<file path="config.mk">
export PLATFORM = sky130hd
export DESIGN_NAME = ex_mem
export DESIGN_NICKNAME = d
export VERILOG_FILES = /design/src/rtl/vertex_pkg.sv /design/src/rtl/ex_alu.sv /design/src/rtl/ex_mem.sv
export SDC_FILE = /design/constraint.sdc
export NUM_CORES = 1
export LEC_CHECK = 0
export BUFFER_PORTS_ARGS = -buffer_cell sky130_fd_sc_hd__buf_2
export CAP_MARGIN = 10
export CELL_PAD_IN_SITES_DETAIL_PLACEMENT = 0
export CELL_PAD_IN_SITES_GLOBAL_PLACEMENT = 1
export CORE_MARGIN = 8
export CORE_UTILIZATION = 39
export DETAILED_ROUTE_END_ITERATION = 12
export GPL_TIMING_DRIVEN = 0
export PLACE_DENSITY = 0.88
export SYNTH_ARGS = -nofsm -noshare
export SYNTH_HDL_FRONTEND = slang
export SYNTH_SLANG_ARGS = --single-unit
</file>
<file path="constraint.sdc">
create_clock -name clk_i -period 5.3 [get_ports clk_i]
set_clock_uncertainty 0.2 [all_clocks]
set_input_delay 1.06 -clock clk_i [delete_from_list [all_inputs] [get_ports clk_i]]
set_output_delay 1.06 -clock clk_i [all_outputs]
set_load 0.05 [all_outputs]
</file>
<file path="src/rtl/vertex_pkg.sv">
// Shared opcode, ALUOp, branch funct3 and ALU-function definitions for the
// vertex execute stage.
package vertex_pkg;

  localparam logic [6:0] OP_R      = 7'b0110011;
  localparam logic [6:0] OP_IMM    = 7'b0010011;
  localparam logic [6:0] OP_LOAD   = 7'b0000011;
  localparam logic [6:0] OP_STORE  = 7'b0100011;
  localparam logic [6:0] OP_BRANCH = 7'b1100011;
  localparam logic [6:0] OP_JAL    = 7'b1101111;
  localparam logic [6:0] OP_JALR   = 7'b1100111;
  localparam logic [6:0] OP_LUI    = 7'b0110111;
  localparam logic [6:0] OP_AUIPC  = 7'b0010111;

  localparam logic [1:0] ALUOP_ADD    = 2'b00;
  localparam logic [1:0] ALUOP_BRANCH = 2'b01;
  localparam logic [1:0] ALUOP_RTYPE  = 2'b10;
  localparam logic [1:0] ALUOP_ITYPE  = 2'b11;

  localparam logic [2:0] F3_BEQ  = 3'b000;
  localparam logic [2:0] F3_BNE  = 3'b001;
  localparam logic [2:0] F3_BLT  = 3'b100;
  localparam logic [2:0] F3_BGE  = 3'b101;
  localparam logic [2:0] F3_BLTU = 3'b110;
  localparam logic [2:0] F3_BGEU = 3'b111;

  typedef enum logic [3:0] {
    ALU_ADD, ALU_SUB, ALU_SLL, ALU_SLT, ALU_SLTU,
    ALU_XOR, ALU_SRL, ALU_SRA, ALU_OR, ALU_AND
  } alu_fn_e;

  // alt is funct7[5]; it selects sub only for register-register ops, sra for both.
  function automatic alu_fn_e alu_decode(input logic [1:0] alu_op,
                                         input logic [2:0] f3,
                                         input logic       alt);
    alu_fn_e fn;
    fn = ALU_ADD;
    case (alu_op)
      ALUOP_BRANCH: fn = ALU_SUB;
      ALUOP_RTYPE, ALUOP_ITYPE: begin
        case (f3)
          3'b000:  fn = (alt && (alu_op == ALUOP_RTYPE)) ? ALU_SUB : ALU_ADD;
          3'b001:  fn = ALU_SLL;
          3'b010:  fn = ALU_SLT;
          3'b011:  fn = ALU_SLTU;
          3'b100:  fn = ALU_XOR;
          3'b101:  fn = alt ? ALU_SRA : ALU_SRL;
          3'b110:  fn = ALU_OR;
          default: fn = ALU_AND;
        endcase
      end
      default: fn = ALU_ADD;
    endcase
    return fn;
  endfunction

endpackage

</file>
<file path="src/rtl/ex_alu.sv">
// Combinational integer ALU for the execute stage.
module ex_alu
  import vertex_pkg::*;
#(
  parameter int XLEN = 32
) (
  input  logic [XLEN-1:0] a,
  input  logic [XLEN-1:0] b,
  input  alu_fn_e         fn,
  output logic [XLEN-1:0] result
);

  logic signed [XLEN-1:0] a_s;
  logic signed [XLEN-1:0] b_s;
  logic [4:0]             shamt;

  assign a_s   = a;
  assign b_s   = b;
  assign shamt = b[4:0];

  always_comb begin
    result = '0;
    case (fn)
      ALU_ADD:  result = a + b;
      ALU_SUB:  result = a - b;
      ALU_SLL:  result = a << shamt;
      ALU_SLT:  result = {{(XLEN-1){1'b0}}, (a_s < b_s)};
      ALU_SLTU: result = {{(XLEN-1){1'b0}}, (a < b)};
      ALU_XOR:  result = a ^ b;
      ALU_SRL:  result = a >> shamt;
      ALU_SRA:  result = $unsigned(a_s >>> shamt);
      ALU_OR:   result = a | b;
      ALU_AND:  result = a & b;
      default:  result = '0;
    endcase
  end

endmodule

</file>
<file path="src/rtl/ex_mem.sv">
// Execute stage and EX/MEM pipeline register: ALU, branch/jump resolution,
// one-cycle PC redirect and squash of the single wrong-path instruction.
module ex_mem
  import vertex_pkg::*;
#(
  parameter int XLEN = 32
) (
  input  logic            clk_i,
  input  logic            rst_i,
  input  logic            valid_i,
  input  logic            stall_i,
  input  logic            flush_i,
  input  logic [XLEN-1:0] pc_i,
  input  logic [6:0]      opcode_i,
  input  logic [4:0]      rd_i,
  input  logic [2:0]      funct3_i,
  input  logic [6:0]      funct7_i,
  input  logic [XLEN-1:0] imm_i,
  input  logic [XLEN-1:0] rs1_val_i,
  input  logic [XLEN-1:0] rs2_val_i,
  input  logic            alu_src1_i,
  input  logic            alu_src2_i,
  input  logic [1:0]      alu_op_i,
  input  logic            mem_read_i,
  input  logic            mem_write_i,
  input  logic            mem_to_reg_i,
  input  logic            reg_write_i,
  input  logic            is_branch_i,
  output logic            valid_o,
  output logic [XLEN-1:0] alu_result_o,
  output logic [XLEN-1:0] store_data_o,
  output logic [4:0]      rd_o,
  output logic [2:0]      funct3_o,
  output logic            mem_read_o,
  output logic            mem_write_o,
  output logic            mem_to_reg_o,
  output logic            reg_write_o,
  output logic            redirect_o,
  output logic [XLEN-1:0] redirect_pc_o
);

  logic [XLEN-1:0]        op_a, op_b, alu_out, ex_result;
  logic [XLEN-1:0]        pc_target, jalr_sum, tgt;
  logic signed [XLEN-1:0] rs1_s, rs2_s;
  alu_fn_e                alu_fn;
  logic                   is_jal, is_jalr, br_cond, accept, live, taken;
  logic                   kill_q;
  logic                   unused_f7;

  logic                   vld_p1, redirect_p1;
  logic                   mem_read_p1, mem_write_p1, mem_to_reg_p1, reg_write_p1;
  logic [XLEN-1:0]        alu_result_p1, store_data_p1, redirect_pc_p1;
  logic [4:0]             rd_p1;
  logic [2:0]             funct3_p1;

  assign unused_f7 = ^{funct7_i[6], funct7_i[4:0]};

  assign op_a   = alu_src1_i ? pc_i : rs1_val_i;
  assign op_b   = alu_src2_i ? imm_i : rs2_val_i;
  assign alu_fn = alu_decode(alu_op_i, funct3_i, funct7_i[5]);

  ex_alu #(.XLEN(XLEN)) u_alu (
    .a      (op_a),
    .b      (op_b),
    .fn     (alu_fn),
    .result (alu_out)
  );

  assign is_jal  = (opcode_i == OP_JAL);
  assign is_jalr = (opcode_i == OP_JALR);
  assign rs1_s   = rs1_val_i;
  assign rs2_s   = rs2_val_i;

  always_comb begin
    br_cond = 1'b0;
    case (funct3_i)
      F3_BEQ:  br_cond = (rs1_val_i == rs2_val_i);
      F3_BNE:  br_cond = (rs1_val_i != rs2_val_i);
      F3_BLT:  br_cond = (rs1_s < rs2_s);
      F3_BGE:  br_cond = (rs1_s >= rs2_s);
      F3_BLTU: br_cond = (rs1_val_i < rs2_val_i);
      F3_BGEU: br_cond = (rs1_val_i >= rs2_val_i);
      default: br_cond = 1'b0;
    endcase
  end

  always_comb begin
    ex_result = alu_out;
    if (opcode_i == OP_LUI)    ex_result = imm_i;
    else if (is_jal || is_jalr) ex_result = pc_i + XLEN'(4);
  end

  assign pc_target = pc_i + imm_i;
  assign jalr_sum  = rs1_val_i + imm_i;
  assign tgt       = is_jalr ? (jalr_sum & {{(XLEN-1){1'b1}}, 1'b0}) : pc_target;

  // An accepted instruction arriving while kill_q is set is the wrong-path slot.
  assign accept = valid_i & ~stall_i & ~flush_i;
  assign live   = accept & ~kill_q;
  assign taken  = live & ((is_branch_i & br_cond) | is_jal | is_jalr);

  // EX -> MEM register boundary (p1)
  always_ff @(posedge clk_i) begin
    if (rst_i) begin
      vld_p1         <= 1'b0;
      redirect_p1    <= 1'b0;
      kill_q         <= 1'b0;
      mem_read_p1    <= 1'b0;
      mem_write_p1   <= 1'b0;
      mem_to_reg_p1  <= 1'b0;
      reg_write_p1   <= 1'b0;
      alu_result_p1  <= '0;
      store_data_p1  <= '0;
      redirect_pc_p1 <= '0;
      rd_p1          <= '0;
      funct3_p1      <= '0;
    end else if (flush_i) begin
      vld_p1        <= 1'b0;
      redirect_p1   <= 1'b0;
      kill_q        <= 1'b0;
      mem_read_p1   <= 1'b0;
      mem_write_p1  <= 1'b0;
      mem_to_reg_p1 <= 1'b0;
      reg_write_p1  <= 1'b0;
    end else if (stall_i) begin
      redirect_p1 <= 1'b0;
    end else begin
      vld_p1         <= live;
      redirect_p1    <= taken;
      kill_q         <= valid_i ? taken : kill_q;
      mem_read_p1    <= live & mem_read_i;
      mem_write_p1   <= live & mem_write_i;
      mem_to_reg_p1  <= live & mem_to_reg_i;
      reg_write_p1   <= live & reg_write_i;
      alu_result_p1  <= ex_result;
      store_data_p1  <= rs2_val_i;
      redirect_pc_p1 <= tgt;
      rd_p1          <= rd_i;
      funct3_p1      <= funct3_i;
    end
  end

  assign valid_o       = vld_p1;
  assign redirect_o    = redirect_p1;
  assign redirect_pc_o = redirect_pc_p1;
  assign alu_result_o  = alu_result_p1;
  assign store_data_o  = store_data_p1;
  assign rd_o          = rd_p1;
  assign funct3_o      = funct3_p1;
  assign mem_read_o    = mem_read_p1;
  assign mem_write_o   = mem_write_p1;
  assign mem_to_reg_o  = mem_to_reg_p1;
  assign reg_write_o   = reg_write_p1;

endmodule
</file>
### After elaboration in Yosys (flattened, before gate mapping)

Cells that the tools add are included.

| word-level totals | value |
|---|---|
| bits in registers | 111 |
| output and inout port bits | 110 |
| input bits | 164 |
| word-level logic and storage cells | 87 |

| cells by class | value |
|---|---|
| $lt $le $gt $ge | 6 |
| add/subtract/negate cells | 5 |
| reductions and logical operators | 9 |
| bitwise operators | 17 |
| shifts and indexed selects | 3 |
| mux-type cells | 11 |
| eq/ne operators | 24 |

Operator list:

| operator | number |
|---|---|
| one-hot mux 32 bit (10 select lines) | 1 |
| 2-to-1 mux 32 bit | 5 |
| less-than comparator 32 bit | 4 |
| adder 32 bit | 3 |
| greater-or-equal comparator 32 bit | 2 |
| adder 32 x 3 -> 32 bit (second input constant) | 1 |
| AND 32 bit | 1 |
| == test 32 bit | 1 |
| != test 32 bit | 1 |
| OR 32 bit | 1 |
| left shift 32 x 5 -> 32 bit | 1 |
| >> shifter 32 x 5 -> 32 bit | 1 |
| >>> shifter 32 x 5 -> 32 bit | 1 |
| subtractor 32 bit | 1 |
| bitwise XOR 32 bit | 1 |
| one-hot mux 4 bit (7 select lines) | 1 |
| == test 4 x 3 -> 1 bit (second input constant) | 4 |
| == test 7 bit (second input constant) | 2 |
| == test 3 bit (second input constant) | 4 |
| AND 1 bit | 9 |
| == test 4 x 2 -> 1 bit (second input constant) | 2 |
| == test 4 bit (second input constant) | 2 |
| one-hot mux 4 bit (2 select lines) | 1 |
| == test 7 x 6 -> 1 bit (second input constant) | 1 |
| 16 further kinds | 24 |

### Longest topological paths before layout

| depth | value |
|---|---|
| word-level depth | 9 |
| depth in mapped cells | 19 |
| mapped depth without buffers | 14 |

### Hierarchy

Synthesis repeated with hierarchy kept, for this count alone.

| second synthesis, totals | value |
|---|---|
| cell total of the unflattened synthesis | 2,606 |
| area, all modules | 18,144.9 µm² |

By module, submodules not included:

| module | times used | sequential area each (µm²) | area an instance (µm²) | cells an instance |
|---|---|---|---|---|
| ex_mem | 1 | 2,222.1 | 9,850.7 | 1,356 |
| ex_alu | 1 | 0.0 | 8,294.2 | 1,250 |

### Worst setup path after synthesis

OpenSTA, ideal clock, no wires.

| timing | value |
|---|---|
| path type | input to register |
| from | in alu_src2_i |
| to | reg alu_result_p1[31], in the netlist alu_result_o[31] |
| arrival | 4,849 ps |
| path slack | 127 ps |
| setup time | 125 ps |
| stages | 16 |
| required time | 4,975 ps |
| buffers on the path | 5 |
| cells stage by stage | buf_6 -> mux2i_4 -> buf_2 -> buf_2 -> buf_2 -> buf_1 -> ha_1 -> o211a_1 -> a211oi_1 -> o31a_1 -> o211ai_2 -> a221oi_4 -> o31ai_4 -> a311oi_1 -> mux2i_1 -> o21ai_1 |

| between the ends | value |
|---|---|
| cells in the longest elaborated chain, start to end | 5 |
| elaborated cells on any way between the ends | 12 |
| those cells by class | add/sub (2); shift (3); mux (4); bitwise (3) |

RTL lines:

| element | line | text |
|---|---|---|
| start: declaration | ex_mem.sv:22 | `input logic alu_src2_i,` |
| 2-to-1 mux 32 bit (*) | ex_mem.sv:59 | `assign op_b = alu_src2_i ? imm_i : rs2_val_i;` |
| subtractor 32 bit, or another cell as far along | ex_alu.sv:25 | `ALU_SUB: result = a - b;` |
| one-hot mux 32 bit (10 select lines) (*) | ex_alu.sv:23 | `case (fn)` |
| 2-to-1 mux 32 bit (*) | ex_mem.sv:90 | `else if (is_jal \|\| is_jalr) ex_result = pc_i + XLEN'(4);` |
| 2-to-1 mux 32 bit (*) | ex_mem.sv:89 | `if (opcode_i == OP_LUI) ex_result = imm_i;` |
| end signal: assignment | ex_mem.sv:135 | `alu_result_p1 <= ex_result;` |
| end: declaration | ex_mem.sv:52 | `logic [XLEN-1:0] alu_result_p1, store_data_p1, redirect_pc_p1;` |

Every way passes the cells marked *; elsewhere a longest branch is shown, timed or not.
A chain may end at the register's enable or synchronous reset.

### Final worst setup path

Ends and elaborated chain as after synthesis.

==> impl_metrics.toml <==
[status]
run_status = "finished, violations left"
violations = "setup timing"

[worst_setup_path]
path_buf_inv = 6
crit_chain = "buf_6 > mux2i_4 > buf_4 > inv_2 > clkbuf_4 > clkbuf_4 > buf_4 > ha_1 > a211o_1 > a211oi_2 > o31a_1 > o211ai_2 > a221oi_4 > o31ai_4 > a311oi_2 > mux2i_1 > o21ai_1"
regToRegSetupSlack_ns = 3.05
worstPathMaxFanout = 10
cpMaxStageDelayCell = "a221oi_4"
start_kind = "input pin"
crit_type = "input pin to register"
critPathTopFamily = "compound AO/OA/AOI/OAI gates"
cp-startpoint = "alu_src2_i"
required_ns = 5.38
arrival_ns = 5.38
timing.rr.start = "alu_result_o[29]"
cp_slowest_stage_delay_ns = 0.40
cp-end-kind = "register"

[power]
ir_drop_mv = 0.135
finalPower_mw = 4.58
p_leak_nw = 9.71
power_density_nw_per_um2 = 206

[synth]
synth_top_area_share_pct = 12.3
synth-edff-count = 0
syn_avg_cell_area_um2 = 7.11
ys_ff_latch = 111
synth_nets = 3096
ys_types = 111
yosys-top-cells-area = "ha_1 12%, dfxtp_1 11%, mux2i_1 8.3%, a21oi_1 6.4%, nand2_1 5.9%"
yosys.area.top_type = "ha_1"
syn_area_um2 = 19500
ys_async_sr_fraction_pct = 0
synthFlopType = "dfxtp_1"
yosysWarnings = 0
synth-seq-area-share_pct = 11.4
synthesis.instances = 2737

[clock_network]
ctsLongestPathBuffers = 2
clkTransAtPathRegs_ns = 0.08
clk_latency_ns = 0.39
htreeDepth = 3
cts_sinks = 111
clock-root-buffer = "clkbuf_16"
cts_buffers = 9
cts_tree = "yes"

[route]
vias = 24200
wl_per_cell_um = 31.1
final_antenna_net_count = 0
wl_um = 115000
dr.pass1.iters = 6
via_per_inst = 6.54
first_iter_violations = 2968
drc = 0

[layout]
syn2layout_area_growth_pct = 14.1
nFillCells = 5342
drive_gt1_share_pct = 15.5
seqCellArea_um2 = 2220
final_common_cell = "nand2_1"
final_net_count = 3374
layout_common_cells = "307 x nand2_1, 284 x buf_2, 277 x nor2_1"
multiInputGateArea_um2 = 15900

[sta]
setup_viol = 1
fin_ws_ns = -0.00427
worst-slew-pin-transition_ns = 1.35
fin_crit_sh_pct = 100
finalSetupTns_ns = -0.00427
hold_violations = 0
max_freq_ghz = 0.189
max_slew_margin_pct = 9.45
final_max_slew_viol_count = 0
finalCriticalPeriod_ns = 5.30
rsz0062_at_grt = "yes"

[placed_design]
hpwlAfterDp_um = 94700
io_buffers = 261
place.gp.congestion = 1.08

[floorplan]
dieArea_um2 = 57300
ios = 274
core_area_um2 = 49800
rows = 82
start_util_pct = 39.1
die_h_um = 239
die_x_um = 239

[run]
cap_violations = 0

[hold_path]
hold_start = "store_data_o[15]"
worstHoldPathType = "register to register"

[grt]
antenna_found_initial = 7
grt_pass1_wl_um = 161000
globalRouteTotalUtil_pct = 38.3
grt_pass1_vias = 22700
grt_start_max_net_pins = 21
grt-ovfl-total = 0
==> kinds of logic (layout without fill, tap and decap cells) <==
logic type                 Yosys count  after routing  synth area share (%)
and+or+nand+nor                    949            949                  22.5
AOI/OAI and AO/OA                  888            888                  31.0
buffers and inverters              321            604                  7.68
muxes                              196            196                  11.2
adders and majority gates          195            195                  12.7
DFF                                111            111                  11.4
xor gates and xnor gates            77             77                  3.46
other                                0              6                     0
==> final cells by class <==
class	instances	share of cell area, %
plain buffers	175	4.43
inverters	138	2.37
clock inverters	4	0.129
diodes	6	0.0676
flip-flops and latches	111	10.0
clock buffers	12	1.11
repair buffers	275	6.42
multi-input cells	2305	71.7
well taps	672	3.78
==> flip-flops by register name, indices dropped and copies added, names as in the netlist, 3 cells and up <==
register	cells
redirect_pc_o	32
funct3_o	3
rd_o	5
store_data_o	32
alu_result_o	32
==> cell usage after synthesis (19+ instances only) <==
| cell type | instances |
|---|---|
| a21o_1 | 52 |
| clkbuf_1 | 108 |
| a211oi_1 | 51 |
| nand4_1 | 34 |
| a311oi_1 | 21 |
| mux2i_1 | 161 |
| nand2b_1 | 29 |
| a221oi_1 | 28 |
| buf_2 | 31 |
| nor2_1 | 277 |
| o21a_1 | 48 |
| o31ai_1 | 19 |
| ha_1 | 191 |
| xnor2_1 | 49 |
| o211ai_1 | 47 |
| nand3_1 | 77 |
| inv_1 | 126 |
| dfxtp_1 | 111 |
| a31oi_1 | 31 |
| xor2_1 | 28 |
| nor2b_1 | 24 |
| nor3_1 | 77 |
| or3_1 | 28 |
| o21ai_0 | 133 |
| a21oi_1 | 248 |
| nand2_1 | 307 |
==> what timing repair did <==
item                                    CTS  global route
hold buffers                              0             0
cloned                                    0             0
setup buffers                             8             3
pin swaps                                 1             6
endpoints found under the setup margin   29            18
resized for setup                        31            25
==> worst register-to-register path: stages, from the launching register on <==
cell and delay (ns):
dfxtp_1 0.31, nand2_1 0.05, a21oi_1 0.14, a311o_1 0.32
a221o_1 0.31, nor4_1 0.60, a31oi_1 0.19
==> final timing paths <==
path / endpoint / depth (start not counted)
max: alu_result_o[31] / 17
min: store_data_o[15] / 2
max reg2reg: alu_result_o[29] / 6
min reg2reg: store_data_o[15] / 2
==> layer usage <==
layer	GRT usage, %	part of all wire [%]	vias up
li1	-	-	10700
met1	46.7	38	11400
met2	61.2	44	1662
met3	7.86	11	425
met4	24.0	7.4	4
met5	0	0.025	-
==> power breakdown <==
group          total, mW  leakage, nW  switching [mW]  internal, mW
registers          0.923        0.911          0.0362         0.887
logic               2.96         8.67            2.02         0.936
clock network      0.698        0.129           0.364         0.334
==> through the flow <==
| step | worst slack (ns) | util [%] | instances | hold WS [ns] | cell area (µm²) |
|---|---|---|---|---|---|
| 2_1_floorplan | 0.127 | - | 2737 | 0.271 | 19500 |
| 3_3_place_gp | -2.01 | 43.4 | 3670 | 0.239 | 21600 |
| 3_5_place_dp | -1.89 | 43.5 | 3673 | 0.244 | 21700 |
| 4_1_cts | 0.00104 | 44.4 | 3693 | 0.254 | 22100 |
| 5_1_grt | -0.0230 | 44.6 | 3695 | 0.270 | 22200 |
| 6_report | -0.00427 | 44.7 | 3698 | 0.253 | 22200 |
No activity file was read; power rests on OpenSTA's default activity.
